**src/rtl/hermes_tx_framer.sv**
```systemverilog
// hermes_tx_framer: credit-handshaked output FIFO with Hermes packet framing markers.
module hermes_tx_framer #(
   parameter int HERMES_FLIT_SIZE = 32,
   parameter int BUFFER_SIZE = 8,
   parameter int PKT_CNT_WIDTH = 16
) (
   input  logic                          clk_i,
   input  logic                          rst_i,
   input  logic                          rx_i,
   output logic                          credit_o,
   input  logic [HERMES_FLIT_SIZE-1:0]   data_i,
   output logic                          tx_o,
   input  logic                          credit_i,
   output logic [HERMES_FLIT_SIZE-1:0]   data_o,
   output logic                          sop_o,
   output logic                          eop_o,
   output logic [PKT_CNT_WIDTH-1:0]      pkt_count_o,
   output logic [$clog2(BUFFER_SIZE):0]  occupancy_o,
   output logic                          busy_o
);
   localparam int AW = $clog2(BUFFER_SIZE);
   typedef enum logic [1:0] {HDR, SIZE, PAYLOAD} state_t;
   logic [HERMES_FLIT_SIZE-1:0] mem_q [BUFFER_SIZE];
   logic [AW-1:0] wr_ptr_q, wr_ptr_d, rd_ptr_q, rd_ptr_d;
   logic [AW:0] occ_q, occ_d;
   state_t state_q, state_d;
   logic [31:0] rem_q, rem_d;
   logic [PKT_CNT_WIDTH-1:0] cnt_q, cnt_d;
   logic push, pop, last;
   assign credit_o = occ_q != (AW+1)'(BUFFER_SIZE);
   assign tx_o = occ_q != '0;
   assign data_o = mem_q[rd_ptr_q];
   assign push = rx_i && credit_o;
   assign pop = tx_o && credit_i;
   assign occupancy_o = occ_q;
   assign pkt_count_o = cnt_q;
   assign busy_o = tx_o || state_q != HDR;
   // last marks the final flit of a packet: a zero size flit or the last payload flit
   always_comb begin
      wr_ptr_d = push ? wr_ptr_q + 1'b1 : wr_ptr_q;
      rd_ptr_d = pop ? rd_ptr_q + 1'b1 : rd_ptr_q;
      occ_d = occ_q + (AW+1)'(push) - (AW+1)'(pop);
      last = state_q == SIZE ? data_o == '0 : state_q == PAYLOAD && rem_q == 32'd1;
      sop_o = tx_o && state_q == HDR;
      eop_o = tx_o && last;
      state_d = state_q;
      rem_d = rem_q;
      cnt_d = cnt_q;
      if (pop) begin
         state_d = last ? HDR : state_q == HDR ? SIZE : PAYLOAD;
         rem_d = state_q == SIZE ? 32'(data_o) : state_q == PAYLOAD ? rem_q - 32'd1 : rem_q;
         cnt_d = last ? cnt_q + 1'b1 : cnt_q;
      end
   end
   always_ff @(posedge clk_i) begin
      if (rst_i) begin
         wr_ptr_q <= '0;
         rd_ptr_q <= '0;
         occ_q <= '0;
         state_q <= HDR;
         rem_q <= '0;
         cnt_q <= '0;
      end else begin
         wr_ptr_q <= wr_ptr_d;
         rd_ptr_q <= rd_ptr_d;
         occ_q <= occ_d;
         state_q <= state_d;
         rem_q <= rem_d;
         cnt_q <= cnt_d;
      end
   end
   always_ff @(posedge clk_i) if (push) mem_q[wr_ptr_q] <= data_i;
endmodule

```
**config.mk**
```make
export PLATFORM = sky130hd
export DESIGN_NAME = hermes_tx_framer
export DESIGN_NICKNAME = d
export VERILOG_FILES = /design/src/rtl/hermes_tx_framer.sv
export SDC_FILE = /design/constraint.sdc
export NUM_CORES = 1
export LEC_CHECK = 0
export ABC_AREA = 1
export CORE_ASPECT_RATIO = 1.2
export CORE_MARGIN = 2
export CORE_UTILIZATION = 64
export CTS_CLUSTER_SIZE = 24
export DETAILED_ROUTE_END_ITERATION = 8
export DONT_BUFFER_PORTS = 1
export PLACE_DENSITY = 0.8
export SYNTH_ARGS = -nofsm -noshare
export SYNTH_HDL_FRONTEND = slang
export SYNTH_SLANG_ARGS = --single-unit
export TNS_END_PERCENT = 10
```
**constraint.sdc**
```tcl
create_clock -name clk_i -period 3.8 [get_ports clk_i]
set_clock_uncertainty 0.2 [all_clocks]
set_input_delay 0.38 -clock clk_i [delete_from_list [all_inputs] [get_ports clk_i]]
set_output_delay 0.38 -clock clk_i [all_outputs]
set_load 0.02 [all_outputs]
```
## Word level (Yosys, flattened, before mapping)

Memories as Yosys holds them, arrays and structs flattened. A register that Yosys moved wholly into a read port is not among the register bits.
Index checks and enable logic that the tools add are counted.

| operators by class | value |
|---|---|
| equal/unequal tests | 4 |
| reduce and logical (&&, ||, !) cells | 13 |
| $add $sub $neg | 6 |
| muxes and demuxes | 9 |

Operators with widths:

| operator | number |
|---|---|
| 32-bit two-way mux | 2 |
| 32-bit by 1-bit == test with 1-bit output (second input constant) | 1 |
| 32-bit logical NOT | 1 |
| 32-bit by 1-bit subtractor with 32-bit output (second input constant) | 1 |
| 16-bit by 1-bit adder with 16-bit output (second input constant) | 1 |
| 3-bit by 1-bit adder with 3-bit output (second input constant) | 2 |
| 3-bit two-way mux | 2 |
| 1-bit logical AND | 5 |
| 4-bit by 1-bit adder with 4-bit output | 1 |
| 2-bit two-way mux | 2 |
| 4-bit != test (second input constant) | 1 |
| 2-bit AND reduction | 2 |
| 2-bit nonzero test | 2 |
| 4-bit nonzero test | 1 |
| 4-bit by 1-bit subtractor with 4-bit output | 1 |
| 1-bit two-way mux | 3 |
| 2-bit by 1-bit == test with 1-bit output (second input constant) | 1 |
| 2-bit == test (second input constant) | 1 |
| 2-bit logical NOT | 1 |
| 1-bit logical OR | 1 |

| storage, ports and cells | value |
|---|---|
| register bits after elaboration | 60 |
| output and inout bits | 57 |
| word-level logic and storage cells | 39 |
| memories | 1 |
| input bits | 36 |
| RAM bits | 256 |

Memories:

| memory | words | bits a word | read ports | clocked after Yosys merged registers in | write ports | RTL line | source |
|---|---|---|---|---|---|---|---|
| mem_q | 8 | 32 | 1 | 1 | 1 | 23 | `logic [HERMES_FLIT_SIZE-1:0] mem_q [BUFFER_SIZE];` |

## Logic depth before layout (Yosys ltp)

Gate-level depths: netlist of run 1.

| logic depth | value |
|---|---|
| depth after elaboration | 4 |
| mapped depth | 19 |
| depth with buffers taken out | 16 |

## Worst setup path before layout of run 1

No wires, ideal clock.

| timing path | value |
|---|---|
| kind | flip-flop to flip-flop |
| from | reg occ_q[2], in the netlist occupancy_o[2] |
| to | mem mem_q[0][0], enable pin |
| setup time | 0.421 ns |
| cell stages (with the launch flop) | 8 |
| setup slack | 0.506 ns |
| arrival | 2.673 ns |
| cells stage by stage | dfxtp_1 > inv_1 > ha_1 > nand3_1 > nand2_1 > inv_1 > nand2_1 > nor2_1 |

| between the ends | value |
|---|---|
| word-level cells in the longest chain between the ends | 4 |

Ends and longest elaborated chain:

| what | RTL line | source |
|---|---|---|
| start, declared | 25 | `logic [AW:0] occ_q, occ_d;` |
| start signal, assigned | 59 | `occ_q <= '0;` |
| start signal, assigned | 66 | `occ_q <= occ_d;` |
| 4-bit != test | 30 | `assign credit_o = occ_q != (AW+1)'(BUFFER_SIZE);` |
| net credit_o | 10 | `output logic credit_o,` |
| 1-bit logical AND | 33 | `assign push = rx_i && credit_o;` |
| 1-bit two-way mux | 72 | `always_ff @(posedge clk_i) if (push) mem_q[wr_ptr_q] <= data_i;` |
| 1-bit two-way mux (implied by the code) | 72 |  |
| end, declared | 23 |  |

The timed path passes the listed nets, and every way through them passes these cells.

==> impl_results.md, run 1 <==
- Status: completed
- DRC: 0
- IO Pins: 93
- Ys flop type: edfxtp_1
- ANT nets after route: 0
- Seq/Total Area, Yosys: 61.1%
- Minimum clock period: 3.70 ns
- Gpl congestion: 0.968
- Crit path DAT: 3.12 ns
- Fillers: 1612
- Synth warn: 0
- Max-slew violation count: 0
- Max cap viols: 0
- H-tree Lvls: 1
- Total Wirelength: 34600 um
- Netlist Area Pre-Place: 14600 um^2
- Final HPWL DP: 21100 um
- CTS Buf Count: 31
- Clk_lat worst skew: 0.55 ns
- Worst min-delay path class: input pin to flop
- Slew HR: 35.3%
- Final Non-Filler Cells: 1953
- CP required: 3.22 ns
- Final setup viols: 0
- Initial DRT Pass Iterations: 5
- Area growth syn-to-layout: 11.2%
- Largest net degree at the start of global routing: 136
- Total global routing track utilization: 29.1%
- EDFF count, synth: 256
- Vias per cell: 5.68
- Worst-margin pin slew: 0.970 ns
- CP Launch Type: flop
- Syn nets: 1670
- Syn avg cell area: 9.04 um^2
- Synth Instances: 1619
- Grt total ovfl: 0
- Row count: 60
- Inst Count DP: 1857
- Post-CTS Setup Inserts: 0
- Die footprint: 24100 um^2
- Clock transition at path regs: 0.06 ns
- Fin crit share: 97.2%
- Longest Clk Path Bufs: 3
- Max VDD drop: 0.431 mV
- Post-route cell area: 16300 um^2
- Synth unique cells: 33
- Final Hold Fails: 0
- Final net count: 1698
- Vias in the first global route: 10721
- WL/cell: 17.7 um
- Core Area: 22400 um^2
- PD cells: 721 nW/um^2
- Global-route wire length before repair: 54700 um
- Crit-path max FO: 70
- Detailed Route Iter0 Violations: 941
- Fraction of layout cells with a size suffix above 1: 5.45%
- Yosys reg bits: 319
- Ys async rst share: 0%
- Placed Area: 14900 um^2
- CTS tree: built
- Initial core utilization: 65.2%
- Vias: 11088
- CP Capture Type: output port
- RSZ-0062 raised after global routing: true
- IO buf count: 0
- CTS Root Cell: clkbuf_16
- DP Worst Slack: 0.664 ns
- Die H: 170 um
- Final worst slack: 0.105 ns
- Critical path class: flop to output port
- Initial antenna violation count: 3
- Die Wd: 142 um
- Leak pwr: 6.89 nW
- Max Fclk: 0.271 GHz
- Clock sink count: 319
## power by group
part | total [W] | internal, W | switching (W)
Sequential | 0.00429 | 0.00409 | 0.000195
Clock | 0.00290 | 0.00164 | 0.00126
Combinational | 0.00455 | 0.00131 | 0.00324
## cells in the mapped netlist, types with 2 or more instances
cell type	instances	area (um^2)
nand2_1	460	1730
edfxtp_1	256	7690
inv_1	235	882
nor2_1	167	627
nand3_1	148	741
a21oi_1	71	355
dfxtp_1	63	1260
o21ai_0	48	240
clkbuf_1	26	97.6
o21ai_1	20	100
buf_2	19	95.1
ha_1	14	175
nand4_1	12	75.1
nor3_1	12	60.1
buf_1	9	33.8
buf_6	9	101
buf_4	8	60.1
xor2_1	8	70.1
o211ai_1	7	52.6
xnor2_1	7	61.3
a31oi_1	6	37.5
nand2_2	2	12.5
nor4_1	2	12.5
## metal layers
layer	vias to the layer above	global-route usage [%]	routed length (um)
li1	5289	-	-
met3	99	6.18	3360
met2	518	49.6	17000
met5	-	0	0
met4	0	11.5	1220
met1	5182	36.6	13100
## per-stage QoR
step | hold slack, ns | util [%] | setup TNS, ns | total power (W)
6_report | 0.0821 | 72.6 | 0 | 0.0117
5_1_grt | 0.0889 | 72.5 | -0.00550 | 0.0125
4_1_cts | 0.0619 | 72.5 | 0 | 0.0117
3_5_place_dp | 0.253 | 66.6 | 0 | 0.00873
3_3_place_gp | 0.244 | 66.6 | 0 | 0.00865
2_1_floorplan | 0.233 | - | 0 | 0.00762
## cells by family (layout without fill, tap and decap cells)
| kind of cell | count (synthesis) | after routing | share of synthesized area (%) |
|---|---|---|---|
| and+or+nand+nor | 805 | 805 | 22.3 |
| DFF | 319 | 319 | 61.1 |
| buffers and inverters | 309 | 361 | 8.77 |
| AOI/OAI and AO/OA | 156 | 156 | 5.57 |
| adders and majority gates | 15 | 15 | 1.33 |
| xor gates and xnor gates | 15 | 15 | 0.897 |
| other | 0 | 3 | 0 |
## worst max-delay path: stages, from the launching register on
cell and delay (ns):
dfxtp_2 0.33, buf_4 0.67, nor2_1 0.11, o21ai_1 0.10
nand3_1 0.08, nand2_1 0.25, nand2_1 0.08, nor2_1 0.20
nand2_1 0.08, nor2_1 0.11, nand3_1 0.15, a21oi_1 0.20
buf_4 0.17
## sequential cells by signal, indices dropped and copies added (netlist names), named ones only
signal and flops:
rem_q 32, mem_q 256, state_q 2, rd_ptr_q 3, wr_ptr_q 3, pkt_count_o 16
occupancy_o 4
## final cells by class
class / count / area, um^2 / area share [%]
multi-input combinational: 991 / 4470 / 27.5
timing repair buffer: 66 / 646 / 3.96
sequential: 319 / 8950 / 55.0
antenna: 3 / 7.51 / 0.0461
clock inverter: 18 / 150 / 0.922
inverter: 238 / 902 / 5.54
tap: 279 / 349 / 2.14
clock buffer: 39 / 806 / 4.95
## what timing repair did
| item | in CTS | in global routing |
|---|---|---|
| gates resized for setup | 0 | 3 |
| endpoints found under the hold margin | 294 | 0 |
| hold buffers | 36 | 0 |
| endpoints found under the setup margin | 0 | 2 |
## final timing paths
path	start	end	slack, ns	cells past startpoint
worst max-delay path	flop	eop_o	0.10	12
worst min-delay path	rx_i	wr_ptr_q[0]	0.08	3
worst max register to register	occupancy_o[2]	occupancy_o[1]	0.30	12
worst min register to register	rd_ptr_q[2]	flop	0.26	2
## placed cells by master (no fill, tap or decap), drive strengths merged
cell         count
a211oi           1
and3             1
nand2          462
clkinv          13
inv            237
nor3            12
nor4             2
a221oi           1
a21o             1
clkinvlp         4
dlygate4sd3     35
nand4           12
ha              14
a31oi            6
fa               1
bufinv           2
o211ai           7
o22ai            1
buf             31
a21oi           71
nor2           167
xor2             8
o21ai           68
edfxtp         256
dfxtp           63
diode            3
clkbuf          39
and2             1
xnor2            7
nand3          148
Power figures use the tool's default switching activity.
==> run 2, diff against run 1 <==
- CORE_MARGIN: 2 -> unset
==> run 2 against run 1 <==
Critical endpoint is now occupancy_o[1]; largest power group unchanged; clock power is 6% higher; sequential power hardly changed; non-clock buffer count is 1 higher; first-iteration DRC count is 2.4% higher; maximum frequency is 2.1% higher; hold slack worse by 0.046 ns; sequential share of layout area is 0.28 points lower; global-route usage is 1.2 points higher.
==> impl_results.md, run 2 (synthesis results as in run 1) <==
- Status: completed
- Gpl congestion: 0.951 (-1.8%)
- Utilization after layout: 72.9% (+0.37 points)
- H-tree Lvls: 1 (unchanged)
- Min Hold Slack: 0.0358 ns (-0.0463 ns)
- Max Fclk: 0.276 GHz (+2.1%)
- Crit path DAT: 3.88 ns (+0.76 ns)
- Die Wd: 140 um (-1.4%)
- Clk_lat worst skew: 0.57 ns (+0.02 ns)
- Vias per cell: 5.68 (about the same)
- CTS Root Cell: clkbuf_16
- Grt total ovfl: 0 (unchanged)
- Reg-to-reg startpoint: occupancy_o[2]
- Total Wirelength: 35300 um (+2.0%)
- Reg with most FFs: mem_q
- Max VDD drop: 0.520 mV (+21%)
- Fin crit share: 95.3% (-2.0 points)
- Vias: 11097 (+0.081%)
- Post-CTS Setup Inserts: 0 (unchanged)
- Row count: 60 (unchanged)
- Final Hold Fails: 0 (unchanged)
- Setup TNS: 0 ns (unchanged)
- Max-slew violation count: 0 (unchanged)
- Largest net degree at the start of global routing: 88 (-35%)
- CP Capture Type: flop
- Fraction of layout cells with a size suffix above 1: 5.62% (+0.18 points)
- Final net count: 1699 (+0.059%)
- Minimum clock period: 3.62 ns (-0.0746 ns)
- Area growth syn-to-layout: 11.8%
- Crit-path max FO: 14 (-80%)
- Longest Clk Path Bufs: 3 (unchanged)
- IO buf count: 0 (unchanged)
- Commonest non-fill, non-tap cell in the layout: nand2_1
- WL/cell: 18.1 um (+2.0%)
- Most frequent cells in the layout: nand2_1 (460), edfxtp_1 (256), inv_1 (235), nor2_1 (159), nand3_1 (148)
- Global-route wire length before repair: 55000 um (+0.63%)
- CP Launch Type: flop
- RSZ-0062 raised after global routing: true
- Fillers: 1590 (-1.4%)
- Worst min-delay path class: input pin to flop
- Critical path class: flop to flop
- Initial DRT Pass Iterations: 5 (unchanged)
- Vias in the first global route: 10699 (-0.21%)
- CP required: 4.06 ns (+0.84 ns)
- Worst setup path start: occupancy_o[2]
- Clock transition at path regs: 0.07 ns (about the same)
- Leak pwr: 6.93 nW (+0.69%)
- Worst r2r path cells: 12 (unchanged)
- Total global routing track utilization: 30.4% (+1.2 points)
- CTS tree: built
- IO Pins: 93 (unchanged)
- Core Area: 22400 um^2 (unchanged)
- Max FFs per register: 256 (unchanged)
- Hold path cells: 2 (-1)
- Max cap viols: 0 (unchanged)
- Worst-margin pin slew: 0.979 ns (+0.00895 ns)
- Final setup viols: 0 (unchanged)
- DRC: 0 (unchanged)
- Initial antenna violation count: 1 (-2)
- Final HPWL DP: 21600 um (+2.5%)
- Initial core utilization: 65.2% (unchanged)
- Slew HR: 34.7% (-0.60 points)
- Detailed Route Iter0 Violations: 964 (+2.4%)
- Clock sink count: 319 (unchanged)
- Die H: 168 um (-1.2%)
- CTS Buf Count: 31 (unchanged)
- PD cells: 732 nW/um^2 (+1.6%)
- Final Power: 0.0120 W (+2.1%)
- ANT nets after route: 0 (unchanged)
- Hold path startpoint: rx_i
- Die footprint: 23500 um^2 (-2.6%)
-- run 2: final cells by class --
cell class / count / area [um^2] / share of cell area (%)
diodes: 2 / 5.00 / 0.0306
repair buffers: 67 / 682 / 4.17
clock inverters: 21 / 214 / 1.31
clock buffers: 36 / 795 / 4.85
multi-input cells: 991 / 4470 / 27.3
well taps: 279 / 349 / 2.13
inverters: 238 / 898 / 5.49
flip-flops and latches: 319 / 8950 / 54.7
-- run 2: final timing paths --
| path | endpoint | slack, ns |
|---|---|---|
| worst max-delay path | occupancy_o[1] | 0.18 |
| worst min-delay path | wr_ptr_q[1] | 0.04 |
| worst max register to register | occupancy_o[1] | 0.18 |
| worst min register to register | flop | 0.25 |
-- run 2: routing by layer --
metal | vias up | GRT usage (%) | wire length [um]
li1 | 5294 | - | -
met1 | 5173 | 37.8 | 13500
met2 | 540 | 52.5 | 17400
met3 | 90 | 5.15 | 3190
met4 | 0 | 12.8 | 1190
met5 | - | 0 | 0
-- run 2: stage by stage --
step                      area (um^2)  instances  setup slack (ns)
after detailed placement        15000       1858             0.696
after floorplan                 14600       1619             0.506
after CTS                       16400       1951             0.182
after global routing            16400       1952           -0.0189
after global placement          15000       1858             0.750
final                           16400       1953             0.179
-- run 2: timing repair --
item | in CTS | in global routing
endpoints found under the hold margin | 294 | 0
resized for setup | 0 | 3
endpoints found under the setup margin | 0 | 2
hold buffers | 36 | 0
-- run 2: critical path: stages (launching register included) --
cell and delay, ns:
dfxtp_1 0.45, inv_1 0.13, ha_1 0.21, nand3_1 0.25, nand2_1 0.28, inv_1 0.38, ha_1 0.31, inv_1 0.07
ha_1 0.17, fa_1 0.41, inv_1 0.06, nor2_1 0.03, dlygate4sd3_1 0.55
-- run 2: where the power goes --
| part | switching [W] | total, W | leakage, nW | internal, W |
|---|---|---|---|---|
| Combinational | 0.00330 | 0.00462 | 3.62 | 0.00132 |
| Sequential | 0.000205 | 0.00430 | 2.83 | 0.00409 |
| Clock | 0.00131 | 0.00307 | 0.485 | 0.00176 |
| Total | 0.00481 | 0.0120 | 6.93 | 0.00717 |
